### src/rtl/mips_pkg.sv
// Shared fetch-stage definitions: PC source codes, sequencer states, default vectors.
package mips_pkg;

  typedef enum logic [1:0] {
    SEL_SEQ = 2'b00,
    SEL_BR  = 2'b01,
    SEL_JMP = 2'b10,
    SEL_EXC = 2'b11
  } pc_sel_t;

  typedef enum logic [1:0] {
    S_BOOT  = 2'b00,
    S_FETCH = 2'b01,
    S_HOLD  = 2'b10
  } seq_state_t;

  // Redirect that arrived while PC could not move.
  typedef struct packed {
    logic        vld;
    pc_sel_t     sel;
    logic [31:0] tgt;
  } redir_t;

  localparam logic [31:0] RESET_VEC_DEF = 32'h0000_0000;
  localparam logic [31:0] EXC_VEC_DEF   = 32'h8000_0180;

endpackage

### src/rtl/pc_mux.sv
// Two-input PC mux; b wins when sel_b is high.
module pc_mux #(
  parameter int W = 32
) (
  input  logic [W-1:0] a,
  input  logic [W-1:0] b,
  input  logic         sel_b,
  output logic [W-1:0] y
);

  assign y = sel_b ? b : a;

endmodule

### src/rtl/pc_sequencer.sv
// MIPS fetch-stage PC owner: next-PC arbitration, imem req/ack handshake,
// stall hold and buffering of redirects that cannot be applied yet.
module pc_sequencer
  import mips_pkg::*;
#(
  parameter logic [31:0] RESET_VECTOR = RESET_VEC_DEF,
  parameter logic [31:0] EXC_VECTOR   = EXC_VEC_DEF
) (
  input  logic        Clk,
  input  logic        Reset,
  input  logic        Stall,
  input  logic        BranchTaken,
  input  logic [31:0] BranchTarget,
  input  logic        Jump,
  input  logic [31:0] JumpTarget,
  input  logic        Exception,
  input  logic        FetchAck,
  output logic        FetchReq,
  output logic [31:0] FetchAddr,
  output logic [31:0] PC,
  output logic [31:0] PCPlus4,
  output logic [1:0]  PCSel,
  output logic        Flush
);

  seq_state_t  state;
  redir_t      pend;
  logic [33:0] br_jmp, live;
  logic        redirect, advance, keep_pend;
  pc_sel_t     next_sel;
  logic [31:0] next_tgt;

  assign PCPlus4   = PC + 32'd4;
  assign FetchAddr = PC;

  // Live redirects carry their source code alongside the target.
  pc_mux #(.W(34)) u_mux_bj (
    .a    ({SEL_BR, BranchTarget}),
    .b    ({SEL_JMP, JumpTarget}),
    .sel_b(Jump),
    .y    (br_jmp)
  );

  pc_mux #(.W(34)) u_mux_exc (
    .a    (br_jmp),
    .b    ({SEL_EXC, EXC_VECTOR}),
    .sel_b(Exception),
    .y    (live)
  );

  assign redirect  = Exception | Jump | BranchTaken;
  assign advance   = ((state == S_FETCH) && FetchAck && !Stall) ||
                     ((state == S_HOLD) && !Stall);
  // A buffered exception survives any later non-exception pulse.
  assign keep_pend = pend.vld && (pend.sel == SEL_EXC) && !Exception;

  always_comb begin
    next_sel = SEL_SEQ;
    next_tgt = PCPlus4;
    if (redirect) begin
      next_sel = pc_sel_t'(live[33:32]);
      next_tgt = live[31:0];
    end else if (pend.vld) begin
      next_sel = pend.sel;
      next_tgt = pend.tgt;
    end
  end

  always_ff @(posedge Clk or posedge Reset) begin
    if (Reset) begin
      state    <= S_BOOT;
      PC       <= RESET_VECTOR;
      FetchReq <= 1'b0;
      PCSel    <= SEL_SEQ;
      Flush    <= 1'b0;
      pend     <= '0;
    end else begin
      Flush <= 1'b0;
      if (advance) begin
        PC       <= {next_tgt[31:2], 2'b00};
        PCSel    <= next_sel;
        Flush    <= (next_sel != SEL_SEQ);
        pend     <= '0;
      end else if (redirect && !keep_pend) begin
        pend.vld <= 1'b1;
        pend.sel <= pc_sel_t'(live[33:32]);
        pend.tgt <= live[31:0];
      end

      case (state)
        S_BOOT: begin
          state    <= S_FETCH;
          FetchReq <= 1'b1;
        end
        S_FETCH: begin
          if (FetchAck && Stall) begin
            state    <= S_HOLD;
            FetchReq <= 1'b0;
          end
        end
        S_HOLD: begin
          if (!Stall) begin
            state    <= S_FETCH;
            FetchReq <= 1'b1;
          end
        end
        default: begin
          state    <= S_BOOT;
          FetchReq <= 1'b0;
        end
      endcase
    end
  end

endmodule

### config.mk
export PLATFORM = sky130hd
export DESIGN_NAME = pc_sequencer
export DESIGN_NICKNAME = d
export VERILOG_FILES = /design/src/rtl/mips_pkg.sv /design/src/rtl/pc_mux.sv /design/src/rtl/pc_sequencer.sv
export SDC_FILE = /design/constraint.sdc
export NUM_CORES = 1
export LEC_CHECK = 0
export CAP_MARGIN = 20
export CORE_MARGIN = 3
export CORE_UTILIZATION = 46
export CTS_CLUSTER_DIAMETER = 120
export DETAILED_ROUTE_END_ITERATION = 10
export GPL_TIMING_DRIVEN = 0
export PLACE_DENSITY = 0.82
export REMOVE_ABC_BUFFERS = 1
export SLEW_MARGIN = 20
export SYNTH_ARGS = -nofsm -noshare
export SYNTH_HDL_FRONTEND = slang
export SYNTH_SLANG_ARGS = --single-unit
### constraint.sdc
create_clock -name Clk -period 2.9 [get_ports Clk]
set_clock_uncertainty 0.05 [all_clocks]
set_input_delay 0.58 -clock Clk [delete_from_list [all_inputs] [get_ports Clk]]
set_output_delay 0.58 -clock Clk [all_outputs]
set_load 0.01 [all_outputs]
# Word-level counts from Yosys, hierarchy flattened
# Cells that the tools add are included.
# op_classes
n_addsub,1
n_mux,15
n_eq_ne,5
reduce_logical,15
bitwise,2
# ops
cell,count
two-way mux 35 bit,2
two-way mux 34 bit,2
two-way mux 32 bit,2
adder 32 x 3 -> 32 bit (second input constant),1
two-way mux 2 bit,4
logical AND 1 bit,7
case mux 2 bit (3 select lines),1
equality test 2 bit (second input constant),2
nonzero test 2 bit,2
logical NOT 1 bit,3
two-way mux 1 bit,3
case mux 1 bit (3 select lines),1
equality test 2 x 1 -> 1 bit (second input constant),1
logical NOT 2 bit,1
inequality test 2 x 1 -> 1 bit (second input constant),1
inequality test 2 bit (second input constant),1
OR 1 bit,2
AND reduction 2 bit,1
logical OR 1 bit,1
# totals
output_inout_bits,100
in_bits,71
regBits,71
wordCells,46

# Longest topological paths before layout
# Gate-level depths: netlist of the first run.
# logic_depth
ltp_word,7
depth_mapped,8

# Modules after synthesis
# From an unflattened synthesis of the first run, not the netlist that was laid out.
# unflattened
hier_cells,587
area_unflattened_um2,5520.3
# by_module_without_submodules
module,seq_area_each_um2,n_inst,cells_each,area_per_inst_um2
pc_sequencer,1701.6,1,511,4386.7
pc_mux,0.0,2,38,566.8

# Worst setup path before layout of the first run
# OpenSTA, ideal clock, no wires.
# synth_path
kind,reg2out
from,register PC[6] (netlist: FetchAddr[6])
to,output port PCPlus4[26]
arrival_time_ps,1717
stages_incl_launch_ff,7
slack_ps,553
required_ps,2270
path_cell_list,dfrtp_1 -> clkbuf_2 -> nand4_4 -> nor4_4 -> and3_2 -> nand3_1 -> xnor2_1
# synth_between
elab_chain_cells,1
# synth_rtl
element,line_no,source
start: declaration,pc_sequencer.sv:20,"output logic [31:0] PC,"
start signal: assignment,pc_sequencer.sv:80,"PC <= {next_tgt[31:2], 2'b00};"
adder 32 x 3 -> 32 bit,pc_sequencer.sv:33,assign PCPlus4 = PC + 32'd4;
end: declaration,pc_sequencer.sv:21,"output logic [31:0] PCPlus4,"
# No other way between the ends.

# Worst setup path in the final report of the first run
# layout_path
from,register PC[26] (netlist: FetchAddr[26])
to,output port PCPlus4[31]
# Same word-level chain as after synthesis.

==> results of run 1 <==
==> critical path, delay by kind of cell (launching register included) <==
family | cells | cell delay (ns)
DFF | 1 | 0.43
buffers and inverters | 2 | 0.46
xor gates and xnor gates | 1 | 0.20
and+or+nand+nor | 3 | 0.80
==> cell type report <==
type	instances	share of cell area, %
inverters	8	0.461
multi-input cells	419	38.7
flip-flops and latches	68	24.6
repair buffers	222	30.8
clock buffers	12	2.06
clock inverters	4	1.03
well taps	133	2.36
==> stage by stage <==
step | hold WS, ns | TNS [ns] | setup WS (ns) | cells | utilization, %
2_1_floorplan | 0.424 | -2.80 | -0.404 | 495 | -
3_3_place_gp | 0.423 | -205.30 | -3.29 | 788 | 61.2
3_5_place_dp | 0.430 | -32.55 | -0.843 | 794 | 63.0
4_1_cts | 0.447 | -0.0222 | -0.0222 | 848 | 69.2
5_1_grt | 0.475 | -0.0261 | -0.0261 | 866 | 71.1
6_report | 0.446 | 0 | 0.0361 | 866 | 71.1
==> kinds of logic (layout without fill, tap and decap cells) <==
group / Yosys count / count (layout)
simple gates: 215 / 215
compound gates: 132 / 132
buf+inv: 91 / 246
flops: 68 / 68
mux: 37 / 37
xor+xnor: 28 / 28
fa+ha+maj: 1 / 1
other cells: 1 / 6
==> final timing paths <==
| path | startpoint | to | cells past startpoint | slack [ns] |
|---|---|---|---|---|
| hold / removal | PCSel[1] | PCSel[1] | 2 | 0.45 |
| max in group asynchronous | Reset | FetchAddr[21] | 3 | 1.68 |
| min in group asynchronous | Reset | pend[10] | 2 | 0.54 |
| setup / recovery | FetchAddr[26] | PCPlus4[31] | 6 | 0.04 |
| setup reg to reg | state[1] | FetchAddr[23] | 5 | 0.56 |
| hold reg to reg | PCSel[1] | PCSel[1] | 2 | 0.45 |
==> registers in the layout (all words and copies together), names as in the netlist <==
| signal | cells |
|---|---|
| pend | 33 |
| FetchAddr | 30 |
| PCSel | 2 |
| FetchReq | 1 |
| Flush | 1 |
| state | 1 |
==> routing by layer <==
metal	track usage, %	wire (um)	vias to the layer above
met5	0	0	-
met4	10.3	517	0
met3	3.96	1500	58
met2	45.3	7810	341
met1	32.4	6040	2479
li1	-	-	2312
==> cells in the mapped netlist, drive strengths merged, types with 5 or more instances <==
cell     n  area, um2
xnor2   21        184
a211oi   5       37.5
dfrtp   68       1700
xor2     7       61.3
buf     52        354
nand2   67        251
nor3    13       81.3
clkbuf  31        118
inv      8       30.0
a21oi   54        270
nor2    47        176
and3    15       96.3
nand3   27        140
nor4     6       52.6
nand4   17        136
o31a     6       52.6
mux2i   36        360
o21ai   28        140
==> timing repair <==
item                                    4_1_cts  5_1_grt
setup buffers                                38       18
pin swaps                                    12        9
gates resized for setup                      55       18
hold endpoints to repair                      0        0
endpoints found under the setup margin       70       22
==> power breakdown <==
group          switching [W]  leakage (nW)  internal, W
registers           0.000257         0.832      0.00117
logic               0.000959          2.21      0.00114
clock network       0.000379         0.107     0.000508
total                0.00159          3.15      0.00281
==> results.txt, run 1 <==
Outcome - finished clean
Fmax - 0.349 GHz
XOR/XNOR share of the synthesized area - 5.16%
Ant. Diodes - 0
Total GRT Usage - 26.1%
Drt drc - 0
Multiplexer share of the synthesized area - 7.82%
CP max-delay cell - dfrtp_2
Compound-Gate Fraction of Synth Area - 17.3%
Slew Viols, Final - 0
Async SR Flop Fraction - 100%
Sequential area share after synthesis - 35.8%
Rows - 36
Initial Utilization - 47.9%
WL per Instance - 18.3 um
Total power - 0.00441 W
Relative slew slack - 41.0%
Yosys reg bits - 68
Total CTS buffers - 9
Largest net degree at the start of global routing - 40
Antenna-violating nets left - 0
Final net count - 800
Total number of vias - 5190
Vias per std cell - 5.99
Critical path endpoint category - output pin
Core outline area - 0.00991 mm2
Tmin final - 2.86 ns
H-tree levels - 3
P per Cell Area - 625 mW/mm2
Post-synth EDFFs - 0
Post-route clock period utilization - 98.8%
Final Cell Area - 0.00705 mm2
Clock Latency Late Sink - 0.34 ns
Max-Cap Viols - 0
Post-synthesis adder-cell area fraction - 0.263%
YS warnings - 0
Ys flop type - dfrtp_1
Max Root-Sink Buffers - 2
Max VDD drop - 0.434 mV
# port buffers - 160
Synth unique cells - 57
Multi-input logic area - 0.00273 mm2
Area grow syn2layout - 48.4%
Worst Max-Slew Pin Slew - 0.885 ns
Data arrival, critical path - 2.23 ns
Routed wire length - 15.9 mm
Commonest non-fill, non-tap cells in the layout - 139 x clkdlybuf4s50_1, 65 x nand2_1, 56 x buf_4
Leak - 3.15 nW
Clock-pin slew on the worst setup and hold paths - 0.08 ns
Clk sinks - 68
Most common cell after layout, fill and taps aside - clkdlybuf4s50_1
Synth Cell Area - 0.00475 mm2
Io pins - 171
Layout cells sized above 1 - 18.6%
Max incr delay on CP - 0.43 ns
Storage cell area - 0.00173 mm2
CP Max Fanout - 7
CP Cell Sequence - nand4_1 -> nor4_4 -> buf_4 -> nand4_1 -> xnor2_1 -> dlygate4sd2_1
Post-Synth Simple-Gate Area - 23.0%
1st-iter DRT viols - 384
Final Hold Viols - 0
Die area - 0.0116 mm2
Synth Area per Inst - 8.29 um2
Crit Path Class - reg2out
Root buf cell - clkbuf_8
Hpwl dp - 10.2 mm
DIE WIDTH - 108 um
Hold Path Class - reg2reg
Crit-path most repeated cell - nand4_1
Worst Setup Start Kind - flip-flop
Worst EP required - 2.27 ns
First-pass GRT wire length - 24.4 mm
Post-Place Cell Area - 0.00625 mm2
GPL Wtd Cong - 0.825
Number of global-route vias before repair - 5065
Synth Instances - 573
Hold Buf Count CTS - 0
Initial antenna violation count - 0
Fillers - 747
Final setup violation count - 0
Largest family of logic cells by synthesized area - simple AND/OR/NAND/NOR gates
CTS tree - yes
First-pass iteration count of the detailed router - 5
Die height - 108 um
GR Overflow Total - 0
Note: power is estimated with default switching activity, not from simulation.
==> inputs of run 2 (changes only) <==
- CORE_UTILIZATION: 46 -> 48
- CTS_CLUSTER_DIAMETER: 120 -> unset
- SYNTH_HIERARCHICAL: unset -> 1
==> run 2 against run 1 <==
  * Wire length fell by 2.0%
  * Via count fell by 4.4%
  * Design area rose by 5.6%
  * Non-clock buffer count fell by 37
  * Count of clock-buffer cells in the layout fell by 1
  * First-iteration DRC count fell by 23%
  * Clock power rose by 33%
  * Critical endpoint is now PCPlus4[30]
  * Largest power group unchanged
  * Highest routed layer unchanged
==> results.txt, run 2 <==
Max VDD drop - 0.332 mV (-24%)
P per Cell Area - 626 mW/mm2 (about the same)
Synth Instances - 583 (+1.7%)
Clk sinks - 68 (unchanged)
First-pass iteration count of the detailed router - 5 (unchanged)
# port buffers - 160 (unchanged)
CP delay by family, top - simple AND/OR/NAND/NOR gates
Drt drc - 0 (unchanged)
Hpwl dp - 10.5 mm (+2.6%)
Sw frac - 34.3% (-1.8 points)
WL per Instance - 17.5 um (-4.2%)
Final net count - 813 (+1.6%)
Worst hold path depth - 2 (unchanged)
Multi-input logic area - 0.00336 mm2 (+23%)
Total CTS buffers - 9 (unchanged)
Most common cell after layout, fill and taps aside - clkdlybuf4s50_1
Post-route clock period utilization - 99.5% (+0.73 points)
Hold worst-path end - pend[11]
Setup TNS - 0 ns (unchanged)
Total number of vias - 4962 (-4.4%)
Most flops, register - pend
Layout cells sized above 1 - 20.9% (+2.4 points)
Reg-to-reg endpoint - FetchAddr[11]
Fmax - 0.347 GHz (-0.73%)
GR Overflow Total - 0 (unchanged)
Max reg flops - 33 (unchanged)
Min-delay src - pend[11]
CP max-delay cell - dfrtp_2
CP Max Fanout - 6 (-1)
Cell-internal power - 0.00306 W (+8.7%)
Worst Setup Start Kind - flip-flop
Leak - 3.43 nW (+8.9%)
Fin util - 67.8% (-3.4 points)
Io pins - 171 (unchanged)
Post-Place Cell Area - 0.00691 mm2 (+11%)
FF-to-FF Start - pend[34]
WP depth - 7 (+1)
Hold Path Class - reg2reg
Final Cell Area - 0.00744 mm2 (+5.6%)
CP Cell Sequence - ha_2 -> and3_4 -> nand4_4 -> buf_4 -> nor4_4 -> xor2_1 -> clkdlybuf4s15_2
YS warnings - 6 (+6)
Max-Cap Viols - 0 (unchanged)
Synth Cell Area - 0.00548 mm2 (+15%)
Hold Buf Count CTS - 0 (unchanged)
Worst Reg-to-Reg Cells - 4 (-1)
Data arrival, critical path - 2.25 ns (+0.02 ns)
Die area - 0.0127 mm2 (+9.8%)
Storage cell area - 0.00172 mm2 (-0.58%)
Rows - 38 (+5.6%)
Vias per std cell - 5.60 (-6.6%)
Worst EP required - 2.27 ns (about the same)
Antenna-violating nets left - 0 (unchanged)
Initial antenna violation count - 0 (unchanged)
Synth Area per Inst - 9.39 um2 (+13%)
DIE WIDTH - 113 um (+4.8%)
Fillers - 871 (+17%)
Critical path endpoint category - output pin
Clock-pin slew on the worst setup and hold paths - 0.06 ns (-0.02 ns)
Number of global-route vias before repair - 5141 (+1.5%)
Ant. Diodes - 0 (unchanged)
Clock Latency Late Sink - 0.33 ns (about the same)
Final Hold Viols - 0 (unchanged)
Combinational fraction of design power - 41.9% (-5.7 points)
Routed wire length - 15.5 mm (-2.0%)
Die height - 113 um (+4.8%)
P_sw - 0.00160 W (+0.28%)
Max Root-Sink Buffers - 2 (unchanged)
Root buf cell - clkbuf_16
Relative slew slack - 41.3% (+0.28 points)
Total GRT Usage - 24.0% (-2.0 points)
Commonest non-fill, non-tap cells in the layout - 140 x clkdlybuf4s50_1, 97 x nand2_1, 60 x mux2_4
First-pass GRT wire length - 25.1 mm (+3.0%)
Worst Max-Slew Pin Slew - 0.881 ns (-0.00422 ns)
Core outline area - 0.0110 mm2 (+11%)
Largest net degree at the start of global routing - 42 (+5.0%)
Crit path buffers/inverters - 2 (unchanged)
1st-iter DRT viols - 297 (-23%)
RSZ-0062 raised after global routing - yes
GPL Wtd Cong - 0.791 (-4.1%)
Flop2flop setup slack - 0.57 ns (about the same)
Slew Viols, Final - 0 (unchanged)
Final setup violation count - 0 (unchanged)
Outcome - finished clean
CTS tree - yes
Clock network power share - 25.4% (+5.3 points)
Crit Path Class - reg2out
Flop pwr share - 32.7% (+0.4 points)
H-tree levels - 3 (unchanged)
Area grow syn2layout - 36.0%
Max incr delay on CP - 0.40 ns (-0.03 ns)
Initial Utilization - 49.9% (+1.9 points)
Tmin final - 2.88 ns (+0.0211 ns)
-- run 2: cell count changes in the layout (fill, tap and decap cells not counted), moves of 9 or more --
cell,before,now
clkbuf_16,0,9
nor2_1,44,20
xor2_1,7,17
mux2i_1,36,5
clkbuf_8,10,1
o21ai_0,28,14
conb_1,6,42
nand2_1,65,97
nand4_1,15,5
mux2_4,0,60
buf_4,56,21
-- run 2: worst max-delay path by stage --
stage                             from  slack (ns)       endpoint
after floorplan                   Jump        0.09  FetchAddr[14]
after CTS                 FetchAddr[2]      -0.005    PCPlus4[16]
final                     FetchAddr[3]        0.02    PCPlus4[30]
after global placement       Exception       -3.57  FetchAddr[14]
after global routing      FetchAddr[3]       -0.09    PCPlus4[30]
after detailed placement   BranchTaken       -0.37  FetchAddr[22]
-- run 2: tightest hold or removal path, cell delays in order, from the launching register on --
cell	delay [ns]
dfrtp_1	0.37
nand2_1	0.06
a21oi_1	0.05
-- run 2: power by group through the flow --
| stage | registers [W] | logic [W] | clock network, W |
|---|---|---|---|
| 2_1_floorplan | 0.00158 | 0.000709 | 0 |
| 3_3_place_gp | 0.00151 | 0.00188 | 0 |
| 3_5_place_dp | 0.00153 | 0.00194 | 0 |
| 4_1_cts | 0.00152 | 0.00195 | 0.00119 |
| 5_1_grt | 0.00156 | 0.00210 | 0.00123 |
| 6_report | 0.00153 | 0.00195 | 0.00118 |
-- run 2: what timing repair did --
action,in CTS,in global routing
hold endpoints to repair,0,0
gates resized for setup,52,3
setup buffers,13,7
endpoints found under the setup margin,29,40
pin swaps,7,3
-- run 2: metrics by stage --
step	power, W	std cells	setup WS (ns)	hold slack [ns]
floorplan	0.00229	545	0.0891	0.445
global placement	0.00338	845	-3.57	0.447
detailed placement	0.00346	850	-0.367	0.461
CTS	0.00466	879	-0.00471	0.469
global route	0.00489	886	-0.0870	0.482
finish	0.00466	886	0.0150	0.468
-- run 2: routing by layer --
metal  vias to the layer above  global-route usage, %  share of wire, %
li1                       2298                      -                 -
met2                       241                   43.1                51
met1                      2405                   29.6                40
met3                        18                   3.64               7.0
met4                         0                   7.69               1.4
met5                         -                      0                 0
-- run 2: cell type report --
type,count,area share [%]
Timing Repair Buffer,185,24.7
Sequential cell,68,23.2
Clock inverter,5,1.01
Multi-Input combinational cell,468,45.1
Inverter,9,0.487
Tap cell,140,2.35
Clock buffer,11,3.26
==> inputs of run 3 (changes only) <==
- ABC_CLOCK_PERIOD_IN_PS: unset -> 2900
- CELL_PAD_IN_SITES_DETAIL_PLACEMENT: unset -> 1
- CELL_PAD_IN_SITES_GLOBAL_PLACEMENT: unset -> 1
- CORE_UTILIZATION: 48 -> 36
- PLACE_DENSITY: 0.82 -> unset
- PLACE_DENSITY_LB_ADDON: unset -> 0.1
==> run 3 against run 2 <==
  * Register-to-register slack improved by 0.20 ns
  * Global-route usage is 3.3 points lower
  * Critical path depth fell by 2
  * Power grew 2.1%
  * Sequential power is essentially flat
  * Die area increased by 31%
  * Final cell count grew 6.1%
  * Via count increased by 1.5%
  * Non-clock buffer count increased by 10
  * Wire length rose by 13%
  * Fmax up 1.7%
  * Critical endpoint is now PCPlus4[13]
  * Highest routed layer unchanged
==> results.txt, run 3 (synthesized netlist as in run 2, its figures left out) <==
Fmax - 0.352 GHz (+1.7%)
Crit Path Class - reg2out
Max reg flops - 33 (unchanged)
Post-route clock period utilization - 97.9% (-1.6 points)
Io pins - 171 (unchanged)
Ant. Diodes - 0 (unchanged)
GPL Wtd Cong - 0.842 (+6.5%)
Layout cells sized above 1 - 24.1% (+3.2 points)
Slew Viols, Final - 0 (unchanged)
Total GRT Usage - 20.8% (-3.3 points)
CTS tree - yes
Data arrival, critical path - 2.21 ns (-0.04 ns)
Number of global-route vias before repair - 5296 (+3.0%)
Clock-pin slew on the worst setup and hold paths - 0.06 ns (about the same)
Root buf cell - clkbuf_16
First-pass iteration count of the detailed router - 4 (-1)
Total number of vias - 5036 (+1.5%)
1st-iter DRT viols - 227 (-24%)
Antenna-violating nets left - 0 (unchanged)
Flop2flop setup slack - 0.77 ns (+0.20 ns)
Commonest non-fill, non-tap cells in the layout - 140 x clkdlybuf4s50_1, 97 x nand2_1, 60 x mux2_4
Die area - 0.0167 mm2 (+31%)
Most common cell after layout, fill and taps aside - clkdlybuf4s50_1
Relative slew slack - 43.4% (+2.1 points)
Total CTS buffers - 9 (unchanged)
Final Hold Viols - 0 (unchanged)
Worst Setup Start Kind - flip-flop
Rows - 44 (+16%)
Drt drc - 0 (unchanged)
H-tree levels - 3 (unchanged)
Most flops, register - pend
Hold Buf Count CTS - 0 (unchanged)
Routed wire length - 17.6 mm (+13%)
Worst Max-Slew Pin Slew - 0.850 ns (-0.0311 ns)
Max Root-Sink Buffers - 2 (unchanged)
WHS - 0.469 ns (+0.00104 ns)
First-pass GRT wire length - 27.5 mm (+9.6%)
Leak - 3.52 nW (+2.4%)
Worst EP required - 2.27 ns (about the same)
WL per Instance - 18.7 um (+6.6%)
Outcome - finished clean
Hpwl dp - 12.0 mm (+14%)
P per Cell Area - 618 mW/mm2 (-1.2%)
Vias per std cell - 5.36 (-4.3%)
Largest net degree at the start of global routing - 46 (+9.5%)
Critical path endpoint category - output pin
GR Overflow Total - 0 (unchanged)
DIE WIDTH - 129 um (+15%)
Clk sinks - 68 (unchanged)
Final setup violation count - 0 (unchanged)
Die height - 129 um (+15%)
Setup TNS - 0 ns (unchanged)
Clock Latency Late Sink - 0.33 ns (about the same)
Final net count - 823 (+1.2%)
Hold Path Class - reg2reg
# port buffers - 160 (unchanged)
Area grow syn2layout - 40.5%
Initial Utilization - 37.2% (-13 points)
Initial antenna violation count - 0 (unchanged)
CP Max Fanout - 6 (unchanged)
Max VDD drop - 0.301 mV (-9.2%)
Max-Cap Viols - 0 (unchanged)
Tmin final - 2.84 ns (-0.0470 ns)
Core outline area - 0.0147 mm2 (+34%)
[run 3: cell types whose count changed in the layout (fill, tap and decap cells not counted), moves of 2 or more]
cell	before	now
xor2_1	17	14
buf_16	2	4
nor2_1	20	18
dfrtp_2	18	24
buf_12	2	4
xor2_2	0	3
buf_4	21	25
dfrtp_1	50	44
nand3_1	27	25
[run 3: final cells by class]
cell class / count / area [um2]
Fill cell: 1665 / 7010
Multi-Input combinational cell: 468 / 3410
Timing Repair Buffer: 195 / 1980
Sequential cell: 68 / 1730
Clock buffer: 12 / 256
Tap cell: 184 / 230
Clock inverter: 4 / 47.5
Inverter: 9 / 36.3
[run 3: critical path: stages, from the launching register on]
cell and delay (ns):
dfrtp_2 0.42, nand4_4 0.18, buf_4 0.19, nor3_1 0.21
xor2_1 0.28, clkdlybuf4s50_1 0.59
[run 3: routing by layer]
layer | GRT usage, % | part of all wire [%]
met5 | 0 | 0
met4 | 5.93 | 1.5
met3 | 3.59 | 5.1
met2 | 36.3 | 50
met1 | 26.4 | 43
[run 3: path summary, 6_finish.rpt]
path | from | to | cells past startpoint
min in group asynchronous | Reset | pend[25] | 2
min | pend[30] | pend[30] | 2
max | FetchAddr[2] | PCPlus4[13] | 5
max reg2reg | FetchAddr[2] | FetchAddr[30] | 9
max in group asynchronous | Reset | FetchAddr[6] | 3
min reg2reg | pend[30] | pend[30] | 2
[run 3: what timing repair did]
item,4_1_cts,5_1_grt
gates resized for setup,56,16
setup buffers,15,11
endpoints found under the setup margin,33,10
pin swaps,8,4
[run 3: power by group]
part | total (W) | switching, W | internal, W
registers | 0.00151 | 0.000324 | 0.00118
clock network | 0.00114 | 0.000427 | 0.000710
logic | 0.00211 | 0.000931 | 0.00118
[run 3: per-stage QoR]
step	instances	setup WS, ns	total power [W]	instance area [um2]	util, %
6_report	940	0.0620	0.00475	7690	52.3
5_1_grt	940	-0.00295	0.00501	7690	52.3
4_1_cts	929	0.00660	0.00472	7570	51.5
3_5_place_dp	898	-0.588	0.00352	7050	47.9
3_3_place_gp	889	-3.97	0.00344	6840	46.5
2_1_floorplan	545	0.0891	0.00229	5010	-
